`src/rtl/physical_register_freelist_if.sv`:
```
// Rename/commit side <-> freelist bus. The master (rename and retire logic)
// drives requests, commits and pipeline control; the slave (freelist) returns
// grants, the stall flag and the free count.
// Optional feature macro: MIST1032SA_FREELIST_STALL_COUNTER_EN adds oSTAT_STALL_CYCLES.
interface physical_register_freelist_if;
   logic        iLOCK;
   logic        iRESTART_VALID;
   logic        iALLOC_0_REQ;
   logic        iALLOC_1_REQ;
   logic [5:0]  oALLOC_0_REGNAME;
   logic [5:0]  oALLOC_1_REGNAME;
   logic        oALLOC_STALL;
   logic        iCOMMIT_0_VALID;
   logic        iCOMMIT_1_VALID;
   logic [5:0]  iCOMMIT_0_OLD_REGNAME;
   logic [5:0]  iCOMMIT_1_OLD_REGNAME;
   logic [5:0]  oFREE_COUNT;
`ifdef MIST1032SA_FREELIST_STALL_COUNTER_EN
   logic [31:0] oSTAT_STALL_CYCLES;
`endif

   modport master (
      output iLOCK, iRESTART_VALID, iALLOC_0_REQ, iALLOC_1_REQ,
      output iCOMMIT_0_VALID, iCOMMIT_1_VALID, iCOMMIT_0_OLD_REGNAME, iCOMMIT_1_OLD_REGNAME,
      input  oALLOC_0_REGNAME, oALLOC_1_REGNAME, oALLOC_STALL, oFREE_COUNT
`ifdef MIST1032SA_FREELIST_STALL_COUNTER_EN
      , input oSTAT_STALL_CYCLES
`endif
   );

   modport slave (
      input  iLOCK, iRESTART_VALID, iALLOC_0_REQ, iALLOC_1_REQ,
      input  iCOMMIT_0_VALID, iCOMMIT_1_VALID, iCOMMIT_0_OLD_REGNAME, iCOMMIT_1_OLD_REGNAME,
      output oALLOC_0_REGNAME, oALLOC_1_REGNAME, oALLOC_STALL, oFREE_COUNT
`ifdef MIST1032SA_FREELIST_STALL_COUNTER_EN
      , output oSTAT_STALL_CYCLES
`endif
   );
endinterface

```
`src/rtl/physical_register_freelist.sv`:
```
// Physical register freelist: 32-entry circular buffer of free 6-bit regnames.
// SPEC_HEAD..TAIL holds speculatively free names, COMMIT_HEAD..SPEC_HEAD the
// names handed out but not yet retired. Restart rewinds SPEC_HEAD to the
// committed point. Up to two allocations and two commits per cycle.
// Optional feature macro: MIST1032SA_FREELIST_STALL_COUNTER_EN (stall cycle counter).
module physical_register_freelist (
   input logic                         iCLOCK,
   input logic                         iRESET_SYNC,
   physical_register_freelist_if.slave fl
);
   logic [31:0][5:0] b_buf;
   logic [5:0]       b_tail;
   logic [5:0]       b_spec_head;
   logic [5:0]       b_commit_head;

   logic [5:0] free_count;
   logic       stall;
   logic [4:0] spec_head_p1_idx;
   logic [4:0] tail_slot1_idx;
   logic       alloc_fire;
   logic [5:0] alloc_num;
   logic [5:0] commit_num;

   assign free_count       = b_tail - b_spec_head;
   assign stall            = (free_count < 6'd2);
   assign spec_head_p1_idx = b_spec_head[4:0] + 5'd1;
   // Slot 1 lands right behind slot 0 only when slot 0 actually commits.
   assign tail_slot1_idx   = b_tail[4:0] + {4'd0, fl.iCOMMIT_0_VALID};
   assign alloc_fire       = !fl.iLOCK && !stall && !fl.iRESTART_VALID;
   assign alloc_num        = {5'd0, fl.iALLOC_0_REQ} + {5'd0, fl.iALLOC_1_REQ};
   assign commit_num       = {5'd0, fl.iCOMMIT_0_VALID} + {5'd0, fl.iCOMMIT_1_VALID};

   assign fl.oFREE_COUNT      = free_count;
   assign fl.oALLOC_STALL     = stall;
   assign fl.oALLOC_0_REGNAME = b_buf[b_spec_head[4:0]];
   assign fl.oALLOC_1_REGNAME = fl.iALLOC_0_REQ ? b_buf[spec_head_p1_idx] : b_buf[b_spec_head[4:0]];

   // Buffer writes and pointer updates; commits always apply, restart wins over allocation.
   always_ff @(posedge iCLOCK) begin
      if (iRESET_SYNC) begin
         for (int i = 0; i < 32; i++) b_buf[i] <= 6'(32 + i);
         b_tail        <= 6'b100000;
         b_spec_head   <= '0;
         b_commit_head <= '0;
      end else begin
         if (fl.iCOMMIT_0_VALID) b_buf[b_tail[4:0]] <= fl.iCOMMIT_0_OLD_REGNAME;
         if (fl.iCOMMIT_1_VALID) b_buf[tail_slot1_idx] <= fl.iCOMMIT_1_OLD_REGNAME;
         b_tail        <= b_tail + commit_num;
         b_commit_head <= b_commit_head + commit_num;
         if (fl.iRESTART_VALID) b_spec_head <= b_commit_head + commit_num;
         else if (alloc_fire)   b_spec_head <= b_spec_head + alloc_num;
      end
   end

`ifdef MIST1032SA_FREELIST_STALL_COUNTER_EN
   logic [31:0] b_stall_cycles;
   assign fl.oSTAT_STALL_CYCLES = b_stall_cycles;

   // Count cycles where a request is turned away by the stall, saturating.
   always_ff @(posedge iCLOCK) begin
      if (iRESET_SYNC) b_stall_cycles <= '0;
      else if ((fl.iALLOC_0_REQ || fl.iALLOC_1_REQ) && stall && (b_stall_cycles != 32'hFFFF_FFFF))
         b_stall_cycles <= b_stall_cycles + 32'd1;
   end
`endif
endmodule

```
`src/flat_wrapper.sv`:
```
// flat-port wrapper written by rule: the top's interface ports become plain ports
module physical_register_freelist_flat 
  (iCLOCK, iRESET_SYNC, fl_iLOCK, fl_iRESTART_VALID, fl_iALLOC_0_REQ, fl_iALLOC_1_REQ, fl_iCOMMIT_0_VALID, fl_iCOMMIT_1_VALID, fl_iCOMMIT_0_OLD_REGNAME, fl_iCOMMIT_1_OLD_REGNAME, fl_oALLOC_0_REGNAME, fl_oALLOC_1_REGNAME, fl_oALLOC_STALL, fl_oFREE_COUNT);
  physical_register_freelist_if fl_i ();
  input logic iCLOCK;
  input logic iRESET_SYNC;
  input wire logic [$bits(fl_i.iLOCK)-1:0] fl_iLOCK;
  input wire logic [$bits(fl_i.iRESTART_VALID)-1:0] fl_iRESTART_VALID;
  input wire logic [$bits(fl_i.iALLOC_0_REQ)-1:0] fl_iALLOC_0_REQ;
  input wire logic [$bits(fl_i.iALLOC_1_REQ)-1:0] fl_iALLOC_1_REQ;
  input wire logic [$bits(fl_i.iCOMMIT_0_VALID)-1:0] fl_iCOMMIT_0_VALID;
  input wire logic [$bits(fl_i.iCOMMIT_1_VALID)-1:0] fl_iCOMMIT_1_VALID;
  input wire logic [$bits(fl_i.iCOMMIT_0_OLD_REGNAME)-1:0] fl_iCOMMIT_0_OLD_REGNAME;
  input wire logic [$bits(fl_i.iCOMMIT_1_OLD_REGNAME)-1:0] fl_iCOMMIT_1_OLD_REGNAME;
  output wire logic [$bits(fl_i.oALLOC_0_REGNAME)-1:0] fl_oALLOC_0_REGNAME;
  output wire logic [$bits(fl_i.oALLOC_1_REGNAME)-1:0] fl_oALLOC_1_REGNAME;
  output wire logic [$bits(fl_i.oALLOC_STALL)-1:0] fl_oALLOC_STALL;
  output wire logic [$bits(fl_i.oFREE_COUNT)-1:0] fl_oFREE_COUNT;
  assign fl_i.iLOCK = fl_iLOCK;
  assign fl_i.iRESTART_VALID = fl_iRESTART_VALID;
  assign fl_i.iALLOC_0_REQ = fl_iALLOC_0_REQ;
  assign fl_i.iALLOC_1_REQ = fl_iALLOC_1_REQ;
  assign fl_i.iCOMMIT_0_VALID = fl_iCOMMIT_0_VALID;
  assign fl_i.iCOMMIT_1_VALID = fl_iCOMMIT_1_VALID;
  assign fl_i.iCOMMIT_0_OLD_REGNAME = fl_iCOMMIT_0_OLD_REGNAME;
  assign fl_i.iCOMMIT_1_OLD_REGNAME = fl_iCOMMIT_1_OLD_REGNAME;
  assign fl_oALLOC_0_REGNAME = fl_i.oALLOC_0_REGNAME;
  assign fl_oALLOC_1_REGNAME = fl_i.oALLOC_1_REGNAME;
  assign fl_oALLOC_STALL = fl_i.oALLOC_STALL;
  assign fl_oFREE_COUNT = fl_i.oFREE_COUNT;
  physical_register_freelist u_core (.iCLOCK(iCLOCK), .iRESET_SYNC(iRESET_SYNC), .fl(fl_i));
endmodule
```
`config.mk`:
```
export PLATFORM = sky130hd
export DESIGN_NAME = physical_register_freelist_flat
export DESIGN_NICKNAME = d
export VERILOG_FILES = /design/src/rtl/physical_register_freelist_if.sv /design/src/rtl/physical_register_freelist.sv /design/src/flat_wrapper.sv
export SDC_FILE = /design/constraint.sdc
export NUM_CORES = 1
export LEC_CHECK = 0
export CAP_MARGIN = 25
export CELL_PAD_IN_SITES_DETAIL_PLACEMENT = 1
export CELL_PAD_IN_SITES_GLOBAL_PLACEMENT = 1
export CORE_UTILIZATION = 51
export CTS_BUF_LIST = sky130_fd_sc_hd__clkbuf_8
export DETAILED_ROUTE_END_ITERATION = 7
export PLACE_DENSITY_LB_ADDON = 0.3
export SYNTH_ARGS = -nofsm -noshare
export SYNTH_HDL_FRONTEND = slang
export SYNTH_SLANG_ARGS = --single-unit
```
`constraint.sdc`:
```
create_clock -name iCLOCK -period 3.82 [get_ports iCLOCK]
set_input_delay 0.764 -clock iCLOCK [delete_from_list [all_inputs] [get_ports iCLOCK]]
set_output_delay 0.764 -clock iCLOCK [all_outputs]
set_load 0.1 [all_outputs]
```
==> Flow_metrics.wiki <==
{| class="wikitable"
! Metric !! Value
|-
| Run status || finished with violations
|-
| Failing checks || setup timing
|-
| DR WL met3 || 6.18 mm
|-
| Net Sw Power || 2.81 mW
|-
| Final standard cell utilization of the core || 60.4%
|-
| Placer's final routability congestion estimate || around 0.94
|-
| RSZ-0062 raised after global routing || true
|-
| First DRT Iteration DRCs || 1686
|-
| Post-route clock period utilization || 103%
|-
| Part of the power in registers || 31.5%
|-
| Combined area of all synthesized cells || ~14000 um2
|-
| Final worst clock skew || 27.1 ps
|-
| Actual slew at the worst max-slew pin || roughly 930 ps
|-
| Most common cell after layout, fill and taps aside || sky130_fd_sc_hd__dfxtp_1
|-
| Antenna-violating nets left || 0
|-
| Clock latency of the later-clocked register in the worst-skew pair || 580 ps
|-
| Max Buffers Root-to-Sink || 3
|-
| Post-synth ARST share || 0%
|-
| Switch share || a little under two fifths
|-
| Type of the worst min-delay path || flop to flop
|-
| DRC violations left || 0
|-
| Number of cells produced by synthesis || 1451
|-
| Site Rows || 60
|-
| EDFF count, synth || 0
|-
| Fin nets || 1523
|-
| Primary flip-flop cell chosen by synthesis mapping || sky130_fd_sc_hd__dfxtp_1
|-
| Worst Path Max Fanout || 14
|-
| Share of synthesized cell area in and, or, nand and nor gates || 19.3%
|-
| Share of layout cells above drive strength 1 || 28.8%
|-
| Most frequent cells in the layout || sky130_fd_sc_hd__dfxtp_1 (208), sky130_fd_sc_hd__nor2_1 (136), sky130_fd_sc_hd__nand2_1 (129)
|-
| Mux share of post-synthesis cell area || 34.7%
|-
| Largest net degree at the start of global routing || 130
|-
| Cell-internal power || 4.60 mW
|-
| # diodes || 0
|-
| Area growth from synthesis to layout || 15.6%
|-
| H-tree levels || 2
|-
| Synthesis warning total || 0
|-
| Register bit count reported by yosys || 210
|-
| Die height || 168 um
|-
| Worst relative slew slack || about two fifths
|-
| Metal2 WL || 25.7 mm
|-
| F_max || 254 MHz
|-
| Antenna violations before repair || 3
|-
| Power Dens Cells || 454 nW/um2
|-
| Root Buffer Master || sky130_fd_sc_hd__clkbuf_8
|-
| Met1 Wirelength || 21.0 mm
|-
| Critical path capture point type || primary output
|-
| Post-DR vias/cell || 7.17
|-
| Minimum setup slack among reg-to-reg paths || roughly 770 ps
|-
| Chip width || 168 um
|-
| Clock tree from TritonCTS || built
|-
| Compound-Gate Fraction of Synth Area || under 10%
|-
| Xor and xnor fraction of the mapped netlist area || 0.868%
|-
| Worst setup SP type || flop
|-
| Relative contribution of the clock network to total power || 30.2%
|-
| Vias post-DR || around 13000
|-
| Estimated wirelength of the detail-placed design || 35.9 mm
|-
| Worst setup timing slack at the placement stage || 230 ps
|-
| Number of buffers added on ports || 38
|-
| DR top layer || met5
|-
| Max-slew violation count || 0
|-
| Worst setup path class || flop to primary output
|-
| Total global routing track utilization || about two fifths
|-
| Placeable Area || 27000 um2
|-
| Count of endpoints failing hold in the final timing report || 0
|-
| CTS buffer count || 40
|-
| DR WL/cell || 30.9 um
|-
| Yosys cell types || 63
|-
| Adder-cell share of the synthesized area || 1.98%
|-
| Post-route setup slack || -111 ps
|-
| Routed wire length || between 50 and 60 mm
|-
| Worst vdd ir || 0.254 mV
|-
| Combinational group share of total power || about two fifths
|-
| Arrival time reported for the critical path endpoint || roughly 3200 ps
|-
| Floorplan die area || 28400 um2
|-
| Final worst hold slack || 506 ps
|-
| Detailed-routing iteration count for the pre-antenna-repair pass || 6
|-
| Starting density of the core || between 50% and 60%
|-
| Syn_area_per_cell || 9.73 um2
|-
| Hold-fix buffers, CTS || 0
|-
| Sink count of the clock tree || 210
|-
| LEAKAGE || around 5.7 nW
|-
| Total grt overflow || 0
|-
| Vias in the first global route || 13500
|-
| Sequential area share after synthesis || 29.8%
|-
| Maximum capacitance violations || 0
|-
| Req. time, crit path || 3060 ps
|-
| Main combinational cell family by area after synthesis || multiplexers
|-
| Synthesized net count || approximately 1500
|-
| First-pass GRT wire length || 84.9 mm
|-
| Io pins || 39
|-
| Setup violations, final || 5
|-
| Final min period || 3930 ps
|-
| Clk slew on worst S/H paths || 60 ps
|}
-- sequential cells by signal, summed over array words and instances, names as in the netlist --
signal and count:
u_core.b_buf 192, u_core.b_commit_head 6, u_core.b_spec_head 6, u_core.b_tail 6
-- metal layers --
metal	global-route usage, %	vias to the layer above
met3	11.3	287
li1	-	5392
met2	62.7	952
met4	24.5	6
met5	0	-
met1	49.0	6581
-- worst max-delay path, stage by stage (launching register included) --
cell                      delay [ps]
sky130_fd_sc_hd__dfxtp_4         370
sky130_fd_sc_hd__ha_4            350
sky130_fd_sc_hd__buf_16          190
sky130_fd_sc_hd__mux4_2          600
sky130_fd_sc_hd__mux4_2          560
sky130_fd_sc_hd__o22ai_4         230
sky130_fd_sc_hd__nor2_2          100
sky130_fd_sc_hd__buf_12          170
-- final timing paths --
check                         from                endpoint  cells after the start
max          u_core.b_spec_head[1]  fl_oALLOC_1_REGNAME[4]                      7
min               u_core.b_buf[40]        u_core.b_buf[40]                      2
max reg2reg       u_core.b_tail[0]       u_core.b_buf[128]                      8
min reg2reg       u_core.b_buf[40]        u_core.b_buf[40]                      2
-- cell type report --
| type | instances | area, um2 |
|---|---|---|
| repair buffers | 122 | 1450 |
| well taps | 341 | 427 |
| clock inverters | 15 | 114 |
| clock buffers | 46 | 633 |
| inverters | 18 | 67.6 |
| fillers | 2913 | 10700 |
| multi-input cells | 1091 | 9420 |
| flip-flops and latches | 210 | 4210 |
-- cells by family after synthesis --
family,count (synthesis)
compound gates,176
xor+xnor,14
fa+ha+maj,20
buf+inv,150
flops,210
mux,327
simple gates,554
-- per-stage QoR --
stage | cell area [um2] | std cells | TNS, ps | power (mW)
2_1_floorplan | 14200 | 1451 | -206 | 4.06
3_3_place_gp | 15100 | 1758 | 0 | 4.82
3_5_place_dp | 15200 | 1761 | 0 | 4.88
4_1_cts | 16200 | 1834 | -212 | 7.26
5_1_grt | 16300 | 1843 | -554 | 7.59
6_report | 16300 | 1843 | -487 | 7.41
-- Yosys cell counts, drive strengths merged, types with 22 or more instances --
cell	count	share of area, %
dfxtp	210	30
nor2	153	4.4
nand2	130	3.5
mux4	120	19
nand2b	108	4.8
mux2i	104	7.4
mux2	103	8.2
nand3	91	3.2
clkbuf	79	2.1
o21ai	69	2.4
buf	53	2.1
a311oi	47	2.9
nor3	22	0.82
-- timing repair --
item                       in CTS  in global routing
resized for setup              17                  8
setup endpoints to repair       7                  7
setup buffers                   8                  7
gates cloned                    4                  2
pin swaps                       1                  3
-- power groups by stage --
stage	Sequential, mW	Combinational (mW)	Clock (mW)
5_1_grt	2.34	2.91	2.34
6_report	2.34	2.84	2.24
3_3_place_gp	2.37	2.45	0
2_1_floorplan	2.34	1.71	0
4_1_cts	2.33	2.70	2.23
3_5_place_dp	2.38	2.50	0
(Power assumes the default switching activity.)
